### src/rtl/msrv32_fetch_unit_if.sv
// Bus bundle between the msrv32 fetch unit, instruction memory and decode.
// Decode handshake: an instruction transfers on a rising edge where instr_valid_out
// and instr_ready_in are both high; instr_out/pc_out hold while valid and not ready.
interface msrv32_fetch_unit_if;
  logic        branch_taken_in;
  logic [31:0] iaddr_in;
  logic        trap_taken_in;
  logic [31:0] trap_addr_in;
  logic        imem_req_out;
  logic [31:0] imem_addr_out;
  logic        imem_gnt_in;
  logic        imem_rvalid_in;
  logic [31:0] imem_rdata_in;
  logic        instr_valid_out;
  logic        instr_ready_in;
  logic [31:0] instr_out;
  logic [31:0] pc_out;
  logic        flush_out;
  logic        misaligned_instr_out;
  logic [1:0]  state_dbg;

  modport master (
    input  branch_taken_in, iaddr_in, trap_taken_in, trap_addr_in,
    input  imem_gnt_in, imem_rvalid_in, imem_rdata_in, instr_ready_in,
    output imem_req_out, imem_addr_out, instr_valid_out, instr_out, pc_out,
    output flush_out, misaligned_instr_out, state_dbg
  );

  modport slave (
    output branch_taken_in, iaddr_in, trap_taken_in, trap_addr_in,
    output imem_gnt_in, imem_rvalid_in, imem_rdata_in, instr_ready_in,
    input  imem_req_out, imem_addr_out, instr_valid_out, instr_out, pc_out,
    input  flush_out, misaligned_instr_out, state_dbg
  );
endinterface

### src/rtl/msrv32_fetch_unit.sv
// Program counter and single-outstanding instruction fetch for the msrv32 core.
// Handles trap/branch redirects, drops killed responses and parks on misaligned targets.
module msrv32_fetch_unit #(
  parameter logic [31:0] BOOT_ADDR = 32'h0000_0000,
  parameter logic [31:0] PC_INC    = 32'd4
) (
  input  logic                       ms_riscv32_mp_clk_in,
  input  logic                       ms_riscv32_mp_rst_n_in,
  msrv32_fetch_unit_if.master        bus
);

  localparam logic [31:0] NOP = 32'h0000_0013;

  typedef enum logic [1:0] {
    S_REQ   = 2'd0,
    S_WAIT  = 2'd1,
    S_HOLD  = 2'd2,
    S_MISAL = 2'd3
  } state_t;

  state_t      state_q, state_d;
  logic [31:0] pc_q, pc_d;
  logic [31:0] pc_out_q, pc_out_d;
  logic [31:0] instr_q, instr_d;
  logic        kill_q, kill_d;
  logic        flush_q, flush_d;
  logic        started_q;
  logic [31:0] branch_target;

  assign branch_target = bus.iaddr_in & ~32'h0000_0001;

  always_ff @(posedge ms_riscv32_mp_clk_in or negedge ms_riscv32_mp_rst_n_in) begin
    if (!ms_riscv32_mp_rst_n_in) begin
      state_q   <= S_REQ;
      pc_q      <= BOOT_ADDR;
      pc_out_q  <= BOOT_ADDR;
      instr_q   <= NOP;
      kill_q    <= 1'b0;
      flush_q   <= 1'b0;
      started_q <= 1'b0;
    end else begin
      state_q   <= state_d;
      pc_q      <= pc_d;
      pc_out_q  <= pc_out_d;
      instr_q   <= instr_d;
      kill_q    <= kill_d;
      flush_q   <= flush_d;
      started_q <= 1'b1;
    end
  end

  always_comb begin
    state_d  = state_q;
    pc_d     = pc_q;
    pc_out_d = pc_out_q;
    instr_d  = instr_q;
    kill_d   = kill_q;
    flush_d  = 1'b0;
    case (state_q)
      S_REQ: begin
        // started_q keeps the request low for the first cycle out of reset
        if (started_q) begin
          if (bus.trap_taken_in) begin
            pc_d    = bus.trap_addr_in;
            flush_d = 1'b1;
            if (bus.imem_gnt_in) begin
              state_d = S_WAIT;
              kill_d  = 1'b1;
            end
          end else if (bus.imem_gnt_in) begin
            state_d = S_WAIT;
          end
        end
      end
      S_WAIT: begin
        if (bus.trap_taken_in) begin
          pc_d    = bus.trap_addr_in;
          flush_d = 1'b1;
          // a response landing with the trap is consumed here, so nothing is left to kill
          if (bus.imem_rvalid_in) begin
            kill_d  = 1'b0;
            state_d = S_REQ;
          end else begin
            kill_d  = 1'b1;
          end
        end else if (bus.imem_rvalid_in) begin
          if (kill_q) begin
            kill_d  = 1'b0;
            state_d = S_REQ;
          end else begin
            instr_d  = bus.imem_rdata_in;
            pc_out_d = pc_q;
            state_d  = S_HOLD;
          end
        end
      end
      S_HOLD: begin
        if (bus.trap_taken_in) begin
          pc_d    = bus.trap_addr_in;
          flush_d = 1'b1;
          state_d = S_REQ;
        end else if (bus.instr_ready_in) begin
          if (bus.branch_taken_in && bus.iaddr_in[1]) begin
            state_d = S_MISAL;
          end else if (bus.branch_taken_in) begin
            pc_d    = branch_target;
            flush_d = 1'b1;
            state_d = S_REQ;
          end else begin
            pc_d    = pc_q + PC_INC;
            state_d = S_REQ;
          end
        end
      end
      S_MISAL: begin
        if (bus.trap_taken_in) begin
          pc_d    = bus.trap_addr_in;
          flush_d = 1'b1;
          state_d = S_REQ;
        end
      end
      default: state_d = S_REQ;
    endcase
  end

  assign bus.imem_req_out         = (state_q == S_REQ) && started_q;
  assign bus.imem_addr_out        = pc_q;
  assign bus.instr_valid_out      = (state_q == S_HOLD);
  assign bus.instr_out            = instr_q;
  assign bus.pc_out               = pc_out_q;
  assign bus.flush_out            = flush_q;
  assign bus.misaligned_instr_out = (state_q == S_MISAL);
  assign bus.state_dbg            = state_q;

endmodule

### src/flat_wrapper.sv
// flat-port wrapper written by rule: the top's interface ports become plain ports
module msrv32_fetch_unit_flat 
#(
  parameter logic [31:0] BOOT_ADDR = 32'h0000_0000,
  parameter logic [31:0] PC_INC    = 32'd4
)
  (ms_riscv32_mp_clk_in, ms_riscv32_mp_rst_n_in, bus_branch_taken_in, bus_iaddr_in, bus_trap_taken_in, bus_trap_addr_in, bus_imem_gnt_in, bus_imem_rvalid_in, bus_imem_rdata_in, bus_instr_ready_in, bus_imem_req_out, bus_imem_addr_out, bus_instr_valid_out, bus_instr_out, bus_pc_out, bus_flush_out, bus_misaligned_instr_out, bus_state_dbg);
  msrv32_fetch_unit_if bus_i ();
  input  logic ms_riscv32_mp_clk_in;
  input  logic ms_riscv32_mp_rst_n_in;
  input wire logic [$bits(bus_i.branch_taken_in)-1:0] bus_branch_taken_in;
  input wire logic [$bits(bus_i.iaddr_in)-1:0] bus_iaddr_in;
  input wire logic [$bits(bus_i.trap_taken_in)-1:0] bus_trap_taken_in;
  input wire logic [$bits(bus_i.trap_addr_in)-1:0] bus_trap_addr_in;
  input wire logic [$bits(bus_i.imem_gnt_in)-1:0] bus_imem_gnt_in;
  input wire logic [$bits(bus_i.imem_rvalid_in)-1:0] bus_imem_rvalid_in;
  input wire logic [$bits(bus_i.imem_rdata_in)-1:0] bus_imem_rdata_in;
  input wire logic [$bits(bus_i.instr_ready_in)-1:0] bus_instr_ready_in;
  output wire logic [$bits(bus_i.imem_req_out)-1:0] bus_imem_req_out;
  output wire logic [$bits(bus_i.imem_addr_out)-1:0] bus_imem_addr_out;
  output wire logic [$bits(bus_i.instr_valid_out)-1:0] bus_instr_valid_out;
  output wire logic [$bits(bus_i.instr_out)-1:0] bus_instr_out;
  output wire logic [$bits(bus_i.pc_out)-1:0] bus_pc_out;
  output wire logic [$bits(bus_i.flush_out)-1:0] bus_flush_out;
  output wire logic [$bits(bus_i.misaligned_instr_out)-1:0] bus_misaligned_instr_out;
  output wire logic [$bits(bus_i.state_dbg)-1:0] bus_state_dbg;
  assign bus_i.branch_taken_in = bus_branch_taken_in;
  assign bus_i.iaddr_in = bus_iaddr_in;
  assign bus_i.trap_taken_in = bus_trap_taken_in;
  assign bus_i.trap_addr_in = bus_trap_addr_in;
  assign bus_i.imem_gnt_in = bus_imem_gnt_in;
  assign bus_i.imem_rvalid_in = bus_imem_rvalid_in;
  assign bus_i.imem_rdata_in = bus_imem_rdata_in;
  assign bus_i.instr_ready_in = bus_instr_ready_in;
  assign bus_imem_req_out = bus_i.imem_req_out;
  assign bus_imem_addr_out = bus_i.imem_addr_out;
  assign bus_instr_valid_out = bus_i.instr_valid_out;
  assign bus_instr_out = bus_i.instr_out;
  assign bus_pc_out = bus_i.pc_out;
  assign bus_flush_out = bus_i.flush_out;
  assign bus_misaligned_instr_out = bus_i.misaligned_instr_out;
  assign bus_state_dbg = bus_i.state_dbg;
  msrv32_fetch_unit #(.BOOT_ADDR(BOOT_ADDR), .PC_INC(PC_INC)) u_core (.ms_riscv32_mp_clk_in(ms_riscv32_mp_clk_in), .ms_riscv32_mp_rst_n_in(ms_riscv32_mp_rst_n_in), .bus(bus_i));
endmodule
### config.mk
export PLATFORM = sky130hd
export DESIGN_NAME = msrv32_fetch_unit_flat
export DESIGN_NICKNAME = d
export VERILOG_FILES = /design/src/rtl/msrv32_fetch_unit_if.sv /design/src/rtl/msrv32_fetch_unit.sv /design/src/flat_wrapper.sv
export SDC_FILE = /design/constraint.sdc
export NUM_CORES = 1
export LEC_CHECK = 0
export CORE_ASPECT_RATIO = 0.8
export CORE_UTILIZATION = 49
export DETAILED_ROUTE_END_ITERATION = 7
export DONT_BUFFER_PORTS = 1
export GPL_ROUTABILITY_DRIVEN = 0
export PLACE_DENSITY_LB_ADDON = 0.12
export SYNTH_ARGS = -nofsm -noshare
export SYNTH_HDL_FRONTEND = slang
export SYNTH_SLANG_ARGS = --single-unit
### constraint.sdc
create_clock -name ms_riscv32_mp_clk_in -period 5.58 [get_ports ms_riscv32_mp_clk_in]
set_clock_uncertainty 0.1 [all_clocks]
set_input_delay 1.395 -clock ms_riscv32_mp_clk_in [delete_from_list [all_inputs] [get_ports ms_riscv32_mp_clk_in]]
set_output_delay 1.395 -clock ms_riscv32_mp_clk_in [all_outputs]
set_load 0.02 [all_outputs]
; ---- After elaboration in Yosys (flattened, before gate mapping)
; Index checks and enable logic that the tools add are counted.
; W data, S select, Z words.
[op_classes]
n_addsub = 1
eq_ne = 11
mux = 32
bitwise = 2
reduce_logical = 9
[ops]
columns = op, n
row1 = $mux W32, 6
row2 = $pmux W32 S3, 1
row3 = $add A32 B3 Y32 const B, 1
row4 = $mux W2, 10
row5 = $mux W1, 12
row6 = $reduce_and A5 Y1, 2
row7 = $ne A3 B3 Y1 const B, 3
row8 = $ne A2 B2 Y1 const B, 4
row9 = $pmux W2 S4, 1
row10 = $eq A2 B2 Y1 const B, 2
row11 = $reduce_and A4 Y1, 1
row12 = $pmux W1 S3, 1
row13 = $reduce_and A3 Y1, 1
row14 = $eq A2 B1 Y1 const B, 1
row15 = $logic_and A1 B1 Y1, 2
row16 = $logic_not A2 Y1, 1
row17 = $ne A2 B1 Y1 const B, 1
row18 = $not A1 Y1, 2
row19 = $pmux W1 S2, 1
row20 = $reduce_bool A2 Y1, 1
row21 = $reduce_or A2 Y1, 1
[word_totals]
regBits = 101
in_bits = 103
out_inout_bits = 102
elab_cells = 62

; ---- Longest topological paths before layout
; Gate-level depths: netlist of the first run.
[logic_depth]
depth_word = 6
depth_mapped = 8
ltp_nobuf = 6

; ---- Least setup slack after synthesis of the first run
; OpenSTA, ideal clock, no wires.
[synth_path]
kind = input -> register
start = input port bus_trap_taken_in
end = register u_core.pc_q[21], in the netlist u_core.bus.imem_addr_out[21]
setup_time_ns = 0.073
t_arrival_ns = 2.643
t_required_ns = 5.407
setup_slack_ns = 2.764
stages = 8
path_buffers = 4
path_cell_list = buf_6 or3b_1 buf_2 buf_6 buf_2 a21oi_1 o31ai_2 a2bb2oi_2
[synth_between]
elab_chain_cells = 3
elab_cells_between_ends = 7
cone_classes = eq/ne (2) / mux (4) / reduce/logical (1)
[synth_lines]
columns = element, line
row1 = start: declaration, flat_wrapper.sv:13  ; input wire logic [$bits(bus_i.trap_taken_in)-1:0] bus_trap_taken_in;
row2 = $mux W32 (2 in a row), --
row3 = $pmux W32 S3, msrv32_fetch_unit.sv:59  ; case (state_q)
row4 = end signal: assignment, msrv32_fetch_unit.sv:43  ; pc_q <= pc_d;
row5 = end: declaration, msrv32_fetch_unit.sv:22  ; logic [31:0] pc_q, pc_d;
; Parallel ways exist; a longest one is shown, timed or not. The select of a mux whose other input is x is not followed.
; A chain may end at the register's enable or synchronous reset.

; ---- Worst setup path in the final report of the first run
[layout_path]
start = register u_core.state_q[1], in the netlist u_core.bus.state_dbg[1]
end = output port bus_imem_req_out
[layout_between]
elab_chain_cells = 2
[layout_lines]
columns = element, line
row1 = start: declaration, msrv32_fetch_unit.sv:21  ; state_t state_q, state_d;
row2 = start signal: assignment, msrv32_fetch_unit.sv:42  ; state_q <= state_d;
row3 = $logic_not A2 Y1, msrv32_fetch_unit.sv:126  ; assign bus.imem_req_out = (state_q == S_REQ) && started_q;
row4 = $logic_and A1 B1 Y1, msrv32_fetch_unit.sv:126
row5 = end: declaration, flat_wrapper.sv:19  ; output wire logic [$bits(bus_i.imem_req_out)-1:0] bus_imem_req_out;
; No other way between the ends.

==> metrics.txt, run 1 <==
outcome=finished clean; slew at the pin with the worst max-slew slack=1.02 ns; CTS root buf=clkbuf_16; WP data required=4.09 ns; CORE AREA=9810 µm²; Cells after Synth=449; Die X=115 µm; Overflow after GRT=0; DR vias=3531; Reg clk slew, reported paths=0.07 ns; PD cells=558 nW/µm²; multi-input logic area=2320 µm²; via/cell ratio=6.17; period utilisation layout=55.9%; Synth Warn #=0; commonest non-fill, non-tap cell in the layout=dfrtp_1; Hold-fix buffers, CTS=0; largest net degree at the start of global routing=102; most frequent cells in the layout=dfrtp_1, mux2_2, nand2_1; total track usage=22.3%; Initial DRT Pass Iterations=6; max incr delay on CP=0.67 ns; Yosys reg bits=101; Crit-path slowest cell=nor3b_1; asr flop ratio synth=100%; Avg Synthesized Cell Area=11.2 µm²; Worst Setup End Kind=output port; post-synthesis sequential area ratio=50.3%; maxcap violations=0; CP bufs+invs=0; share of the synthesized area in the top cell type=48.7%; endpoints failing setup=0; IO Port Bufs=0; vias in the first global route=3350; post-CTS resize count=0; Die ar.=10700 µm²; DRT iter0 DRCs=248; Tmin final=3.12 ns; Total Power=2990 µW; routed len/inst=20.6 µm; Lkg Pwr=0.00221 µW; Top Ports=205; Area Overhead vs Synth=6.56%; CP Class=register to output port; maximum operating frequency=320 MHz; leading area contributor after synthesis=dfrtp_1; Mapped Area=5030 µm²; worst-case clock buffer depth=2; register area=2530 µm²; Min-Delay Path Class=register to register; Fillers=866; layout cells sized above 1=22.7%; headroom to the max-slew limit=32.1%; Setup crit start kind=register; HPWL Detailed=8120 µm; CTS tree=built; drt total wl=11800 µm; fin. max-slew vios=0; initial antenna violation count=0; Unique masters post-synth=62; global-route wire length before repair=18200 µm; CP top delay family=simple AND/OR/NAND/NOR gates; Fin. Hold Viols=0; Synth area leaders=dfrtp_1, mux2_2, nand2_1; NumNets Final=535; Initial Utilization=51.3%; drt drc=0; clock sinks=101; Max Fanout on Critical Path=15; worst path cell trace=nor3b_1; RSZ-0062 raised after global routing=false; FP Rows=32; antenna cells=0; arrival time at the worst endpoint=1.63 ns; Die Y=92.6 µm; Post-synth EDFFs=0; DRT antenna net count=0; Post-CTS Setup Bufs=0; total negative setup slack=0 ns; Mapped Nets=553; ys flop type=dfrtp_1; H-tree levels=3; Clock Latency Late Sink=0.34 ns; Num CTS Buffers=9; VDD IR max=0.253 mV
==> flip-flops by register name, summed over array words and instances (netlist names) <==
signal                    count
u_core.bus.imem_addr_out     32
u_core.bus.instr_out         32
u_core.bus.pc_out            32
u_core.bus.state_dbg          2
u_core.bus.flush_out          1
u_core.kill_q                 1
u_core.started_q              1
==> per-stage QoR <==
stage	cells	util, %	hold slack, ns	setup slack (ns)	instance area [µm²]
floorplan	449	-	0.386	2.76	5030
global placement	556	51.7	0.419	2.17	5070
detailed placement	556	51.7	0.434	2.14	5070
CTS	572	54.7	0.456	2.45	5360
global route	572	54.7	0.521	2.32	5360
finish	572	54.7	0.467	2.46	5360
==> cell families (layout without fill, tap and decap cells) <==
logic type	after synthesis	count (layout)	synth area share, %
and+or+nand+nor	123	123	14.1
DFF	101	101	50.3
AOI/OAI and AO/OA	100	100	13.5
muxes	66	66	14.6
buffers and inverters	39	26	3.95
xor gates and xnor gates	18	18	3.13
adders and majority gates	1	1	0.249
other	1	1	0.0745
==> where the power goes <==
group          leakage [µW]  internal [µW]  total (µW)  switching (µW)
sequential          0.00122           1060        1810             747
clock              0.000140            313         605             293
combinational      0.000849            329         580             251
==> worst min-delay path, cell delays in order, from the launching register on <==
cell     delay [ns]
dfrtp_1        0.38
a31oi_1        0.06
nor2_1         0.09
==> cell usage after synthesis (2+ instances only) <==
cell	n
a21o_1	2
a21oi_1	19
a221o_1	6
a222oi_1	8
a22oi_1	4
a311oi_1	2
a31oi_1	8
and2_1	3
and3_1	6
and4_1	3
buf_2	18
buf_4	2
buf_6	3
clkbuf_1	8
dfrtp_1	98
dfstp_2	3
inv_1	7
mux2_1	2
mux2_2	59
mux2i_1	5
nand2_1	44
nand2b_1	4
nand3_1	11
nand3_2	4
nand3b_1	4
nand4_1	6
nor2_1	16
nor2b_1	2
nor3_1	7
nor3b_2	2
o211ai_1	5
o21ai_0	27
o21ai_1	5
or3b_1	2
xnor2_1	8
xor2_1	10
==> worst paths after layout <==
check                                        startpoint                     endpoint  slack, ns  depth (start not counted)
worst max-delay path            u_core.bus.state_dbg[1]             bus_imem_req_out       2.46                          1
worst min-delay path                      u_core.kill_q                u_core.kill_q       0.47                          2
worst max register to register  u_core.bus.state_dbg[1]  u_core.bus.imem_addr_out[9]       2.64                          4
worst min register to register            u_core.kill_q                u_core.kill_q       0.47                          2
max in group asynchronous        ms_riscv32_mp_rst_n_in      u_core.bus.instr_out[1]       4.57                          0
min in group asynchronous        ms_riscv32_mp_rst_n_in      u_core.bus.instr_out[2]       0.64                          0
==> final cells by class <==
type                            instances  area share (%)
Tap cell                              136            3.17
Sequential cell                       101            47.2
Multi-Input combinational cell        309            43.3
Clock buffer                            9            4.20
Clock inverter                          7            1.26
Timing Repair Buffer                    3           0.420
Inverter                                7           0.490
==> routing by layer <==
metal | GRT usage [%] | vias up | share of wire [%]
met5 | 0 | - | 0
met2 | 32.9 | 167 | 45
met1 | 31.3 | 1747 | 45
li1 | - | 1604 | -
met4 | 6.82 | 0 | 1.1
met3 | 6.87 | 13 | 9.0
(Power assumes the default switching activity.)
==> run 2: changes to the inputs <==
==> constraint.sdc (replaced) <==
create_clock -name ms_riscv32_mp_clk_in -period 2.7 [get_ports ms_riscv32_mp_clk_in]
set_clock_uncertainty 0.1 [all_clocks]
set_input_delay 0.675 -clock ms_riscv32_mp_clk_in [delete_from_list [all_inputs] [get_ports ms_riscv32_mp_clk_in]]
set_output_delay 0.675 -clock ms_riscv32_mp_clk_in [all_outputs]
set_load 0.02 [all_outputs]
==> metrics.txt, run 2 (same netlist as run 1, synthesis figures left out) <==
maximum operating frequency=442 MHz; endpoints failing setup=0 (unchanged); Die Y=92.6 µm (unchanged); GR peak layer=met2; HPWL Detailed=8610 µm (+6.1%); Lkg Pwr=0.00229 µW (+3.5%); DRT iter0 DRCs=220 (-11%); FP Rows=32 (unchanged); routed len/inst=20.3 µm (-1.2%); Max Fanout on Critical Path=7 (-8); Reg clk slew, reported paths=0.07 ns (about the same); via/cell ratio=6.16 (-0.28%); GR met2 Demand/Resource=34.3% (+1.4 points); Pint=3600 µW (+110%); Overflow after GRT=0 (unchanged); Die ar.=10700 µm² (unchanged); met1 GRT Util=32.1% (+0.78 points); Seq pwr share=56.8% (-3.6 points); switching portion of total power=42.9% (-0.31 points); Min-Delay Path Class=input port to async pin; drt total wl=12000 µm (+2.1%); Top Ports=205 (unchanged); post-CTS resize count=0 (unchanged); H-tree levels=3 (unchanged); Switch Pwr=2700 µW (+110%); Setup crit start kind=register; Post-CTS Setup Bufs=0 (unchanged); Worst Setup End Kind=register; clock sinks=101 (unchanged); multi-input logic area=2320 µm² (unchanged); CTS tree=built; arrival time at the worst endpoint=2.44 ns (+0.81 ns); drt drc=0 (unchanged); R2R cell count=5 (+1); fin. max-slew vios=0 (unchanged); Area Overhead vs Synth=9.10%; WP data required=2.88 ns (-1.21 ns); VDD IR max=0.587 mV (+130%); Num CTS Buffers=9 (unchanged); initial antenna violation count=1 (+1); most frequent cells in the layout=dfrtp_1, mux2_2, nand2_1; commonest non-fill, non-tap cell in the layout=dfrtp_1; IO Port Bufs=0 (unchanged); largest net degree at the start of global routing=102 (unchanged); PD cells=1150 nW/µm² (+110%); global-route wire length before repair=18800 µm (+3.6%); period utilisation layout=83.8%; DR vias=3638 (+3.0%); worst-case clock buffer depth=2 (unchanged); Die X=115 µm (unchanged); CTS root buf=clkbuf_16; grt met3 use=7.92% (+1.0 points); Fin Hold WS=-0.0771 ns (-0.544 ns); CORE AREA=9810 µm² (unchanged); vias in the first global route=3548 (+5.9%); RSZ-0062 raised after global routing=false; Tmin final=2.26 ns; Initial DRT Pass Iterations=6 (unchanged); outcome=finished with violations; Fillers=864 (-0.23%); slew at the pin with the worst max-slew slack=0.703 ns (-0.315 ns); CP Class=register to register; clock network fraction of design power=19.6% (-0.6 points); Final Util=56.0% (+1.3 points); NumNets Final=553 (+3.4%); Initial Utilization=51.3% (unchanged); failing checks=negative hold slack; Fin. Hold Viols=98 (+98); Clock Latency Late Sink=0.34 ns (about the same); layout cells sized above 1=25.8% (+3.1 points); maxcap violations=0 (unchanged); headroom to the max-slew limit=53.1% (+21 points); register area=2530 µm² (unchanged); DRT antenna net count=0 (unchanged); Comb pwr share=23.6% (+4.2 points); total track usage=23.2% (+0.84 points); total negative setup slack=0 ns (unchanged)
==> run 2: per-stage QoR <==
stage	instances	total power, µW	setup slack [ns]	area, µm²
after global routing	591	6650	0.323	5490
after CTS	590	6350	0.450	5490
final	591	6290	0.438	5490
after detailed placement	574	5110	0.398	5200
after floorplan	449	4620	0.604	5030
after global placement	574	5040	0.438	5200
==> run 2: cell type report <==
class | instances | area share (%)
clock inverter | 7 | 1.05
sequential | 101 | 46.1
tap | 136 | 3.10
antenna | 1 | 0.0456
clock buffer | 9 | 4.10
timing repair buffer | 21 | 2.87
multi-input combinational | 309 | 42.3
inverter | 7 | 0.479
==> run 2: final timing paths <==
check / startpoint / to / slack, ns
min in group ms_riscv32_mp_clk_in: bus_trap_taken_in / u_core.bus.state_dbg[1] / 0.29
max in group asynchronous: ms_riscv32_mp_rst_n_in / u_core.bus.instr_out[1] / 2.39
worst max-delay path: u_core.bus.imem_addr_out[5] / u_core.bus.imem_addr_out[26] / 0.44
worst max register to register: u_core.bus.imem_addr_out[5] / u_core.bus.imem_addr_out[26] / 0.44
worst min register to register: u_core.kill_q / u_core.kill_q / 0.44
worst min-delay path: ms_riscv32_mp_rst_n_in / u_core.bus.state_dbg[0] / -0.08
==> run 2: power groups by stage <==
stage | combinational [µW] | clock [µW] | sequential (µW)
2_1_floorplan | 1120 | 0 | 3500
3_3_place_gp | 1440 | 0 | 3600
4_1_cts | 1500 | 1260 | 3590
3_5_place_dp | 1490 | 0 | 3620
5_1_grt | 1640 | 1320 | 3680
6_report | 1480 | 1230 | 3580
==> run 2: metal layers <==
metal	routed length, µm	vias up	part of all wire (%)
met5	0	-	0
met4	159	0	1.3
met3	1010	16	8.4
met2	5430	147	45
met1	5420	1830	45
li1	-	1645	-
==> run 2: critical path: stages, from the launching register on <==
cell and delay, ns:
dfrtp_1 0.61, and4_1 0.34, nor3b_2 0.43, nand2_1 0.14
or4b_1 0.48, nand3_1 0.09
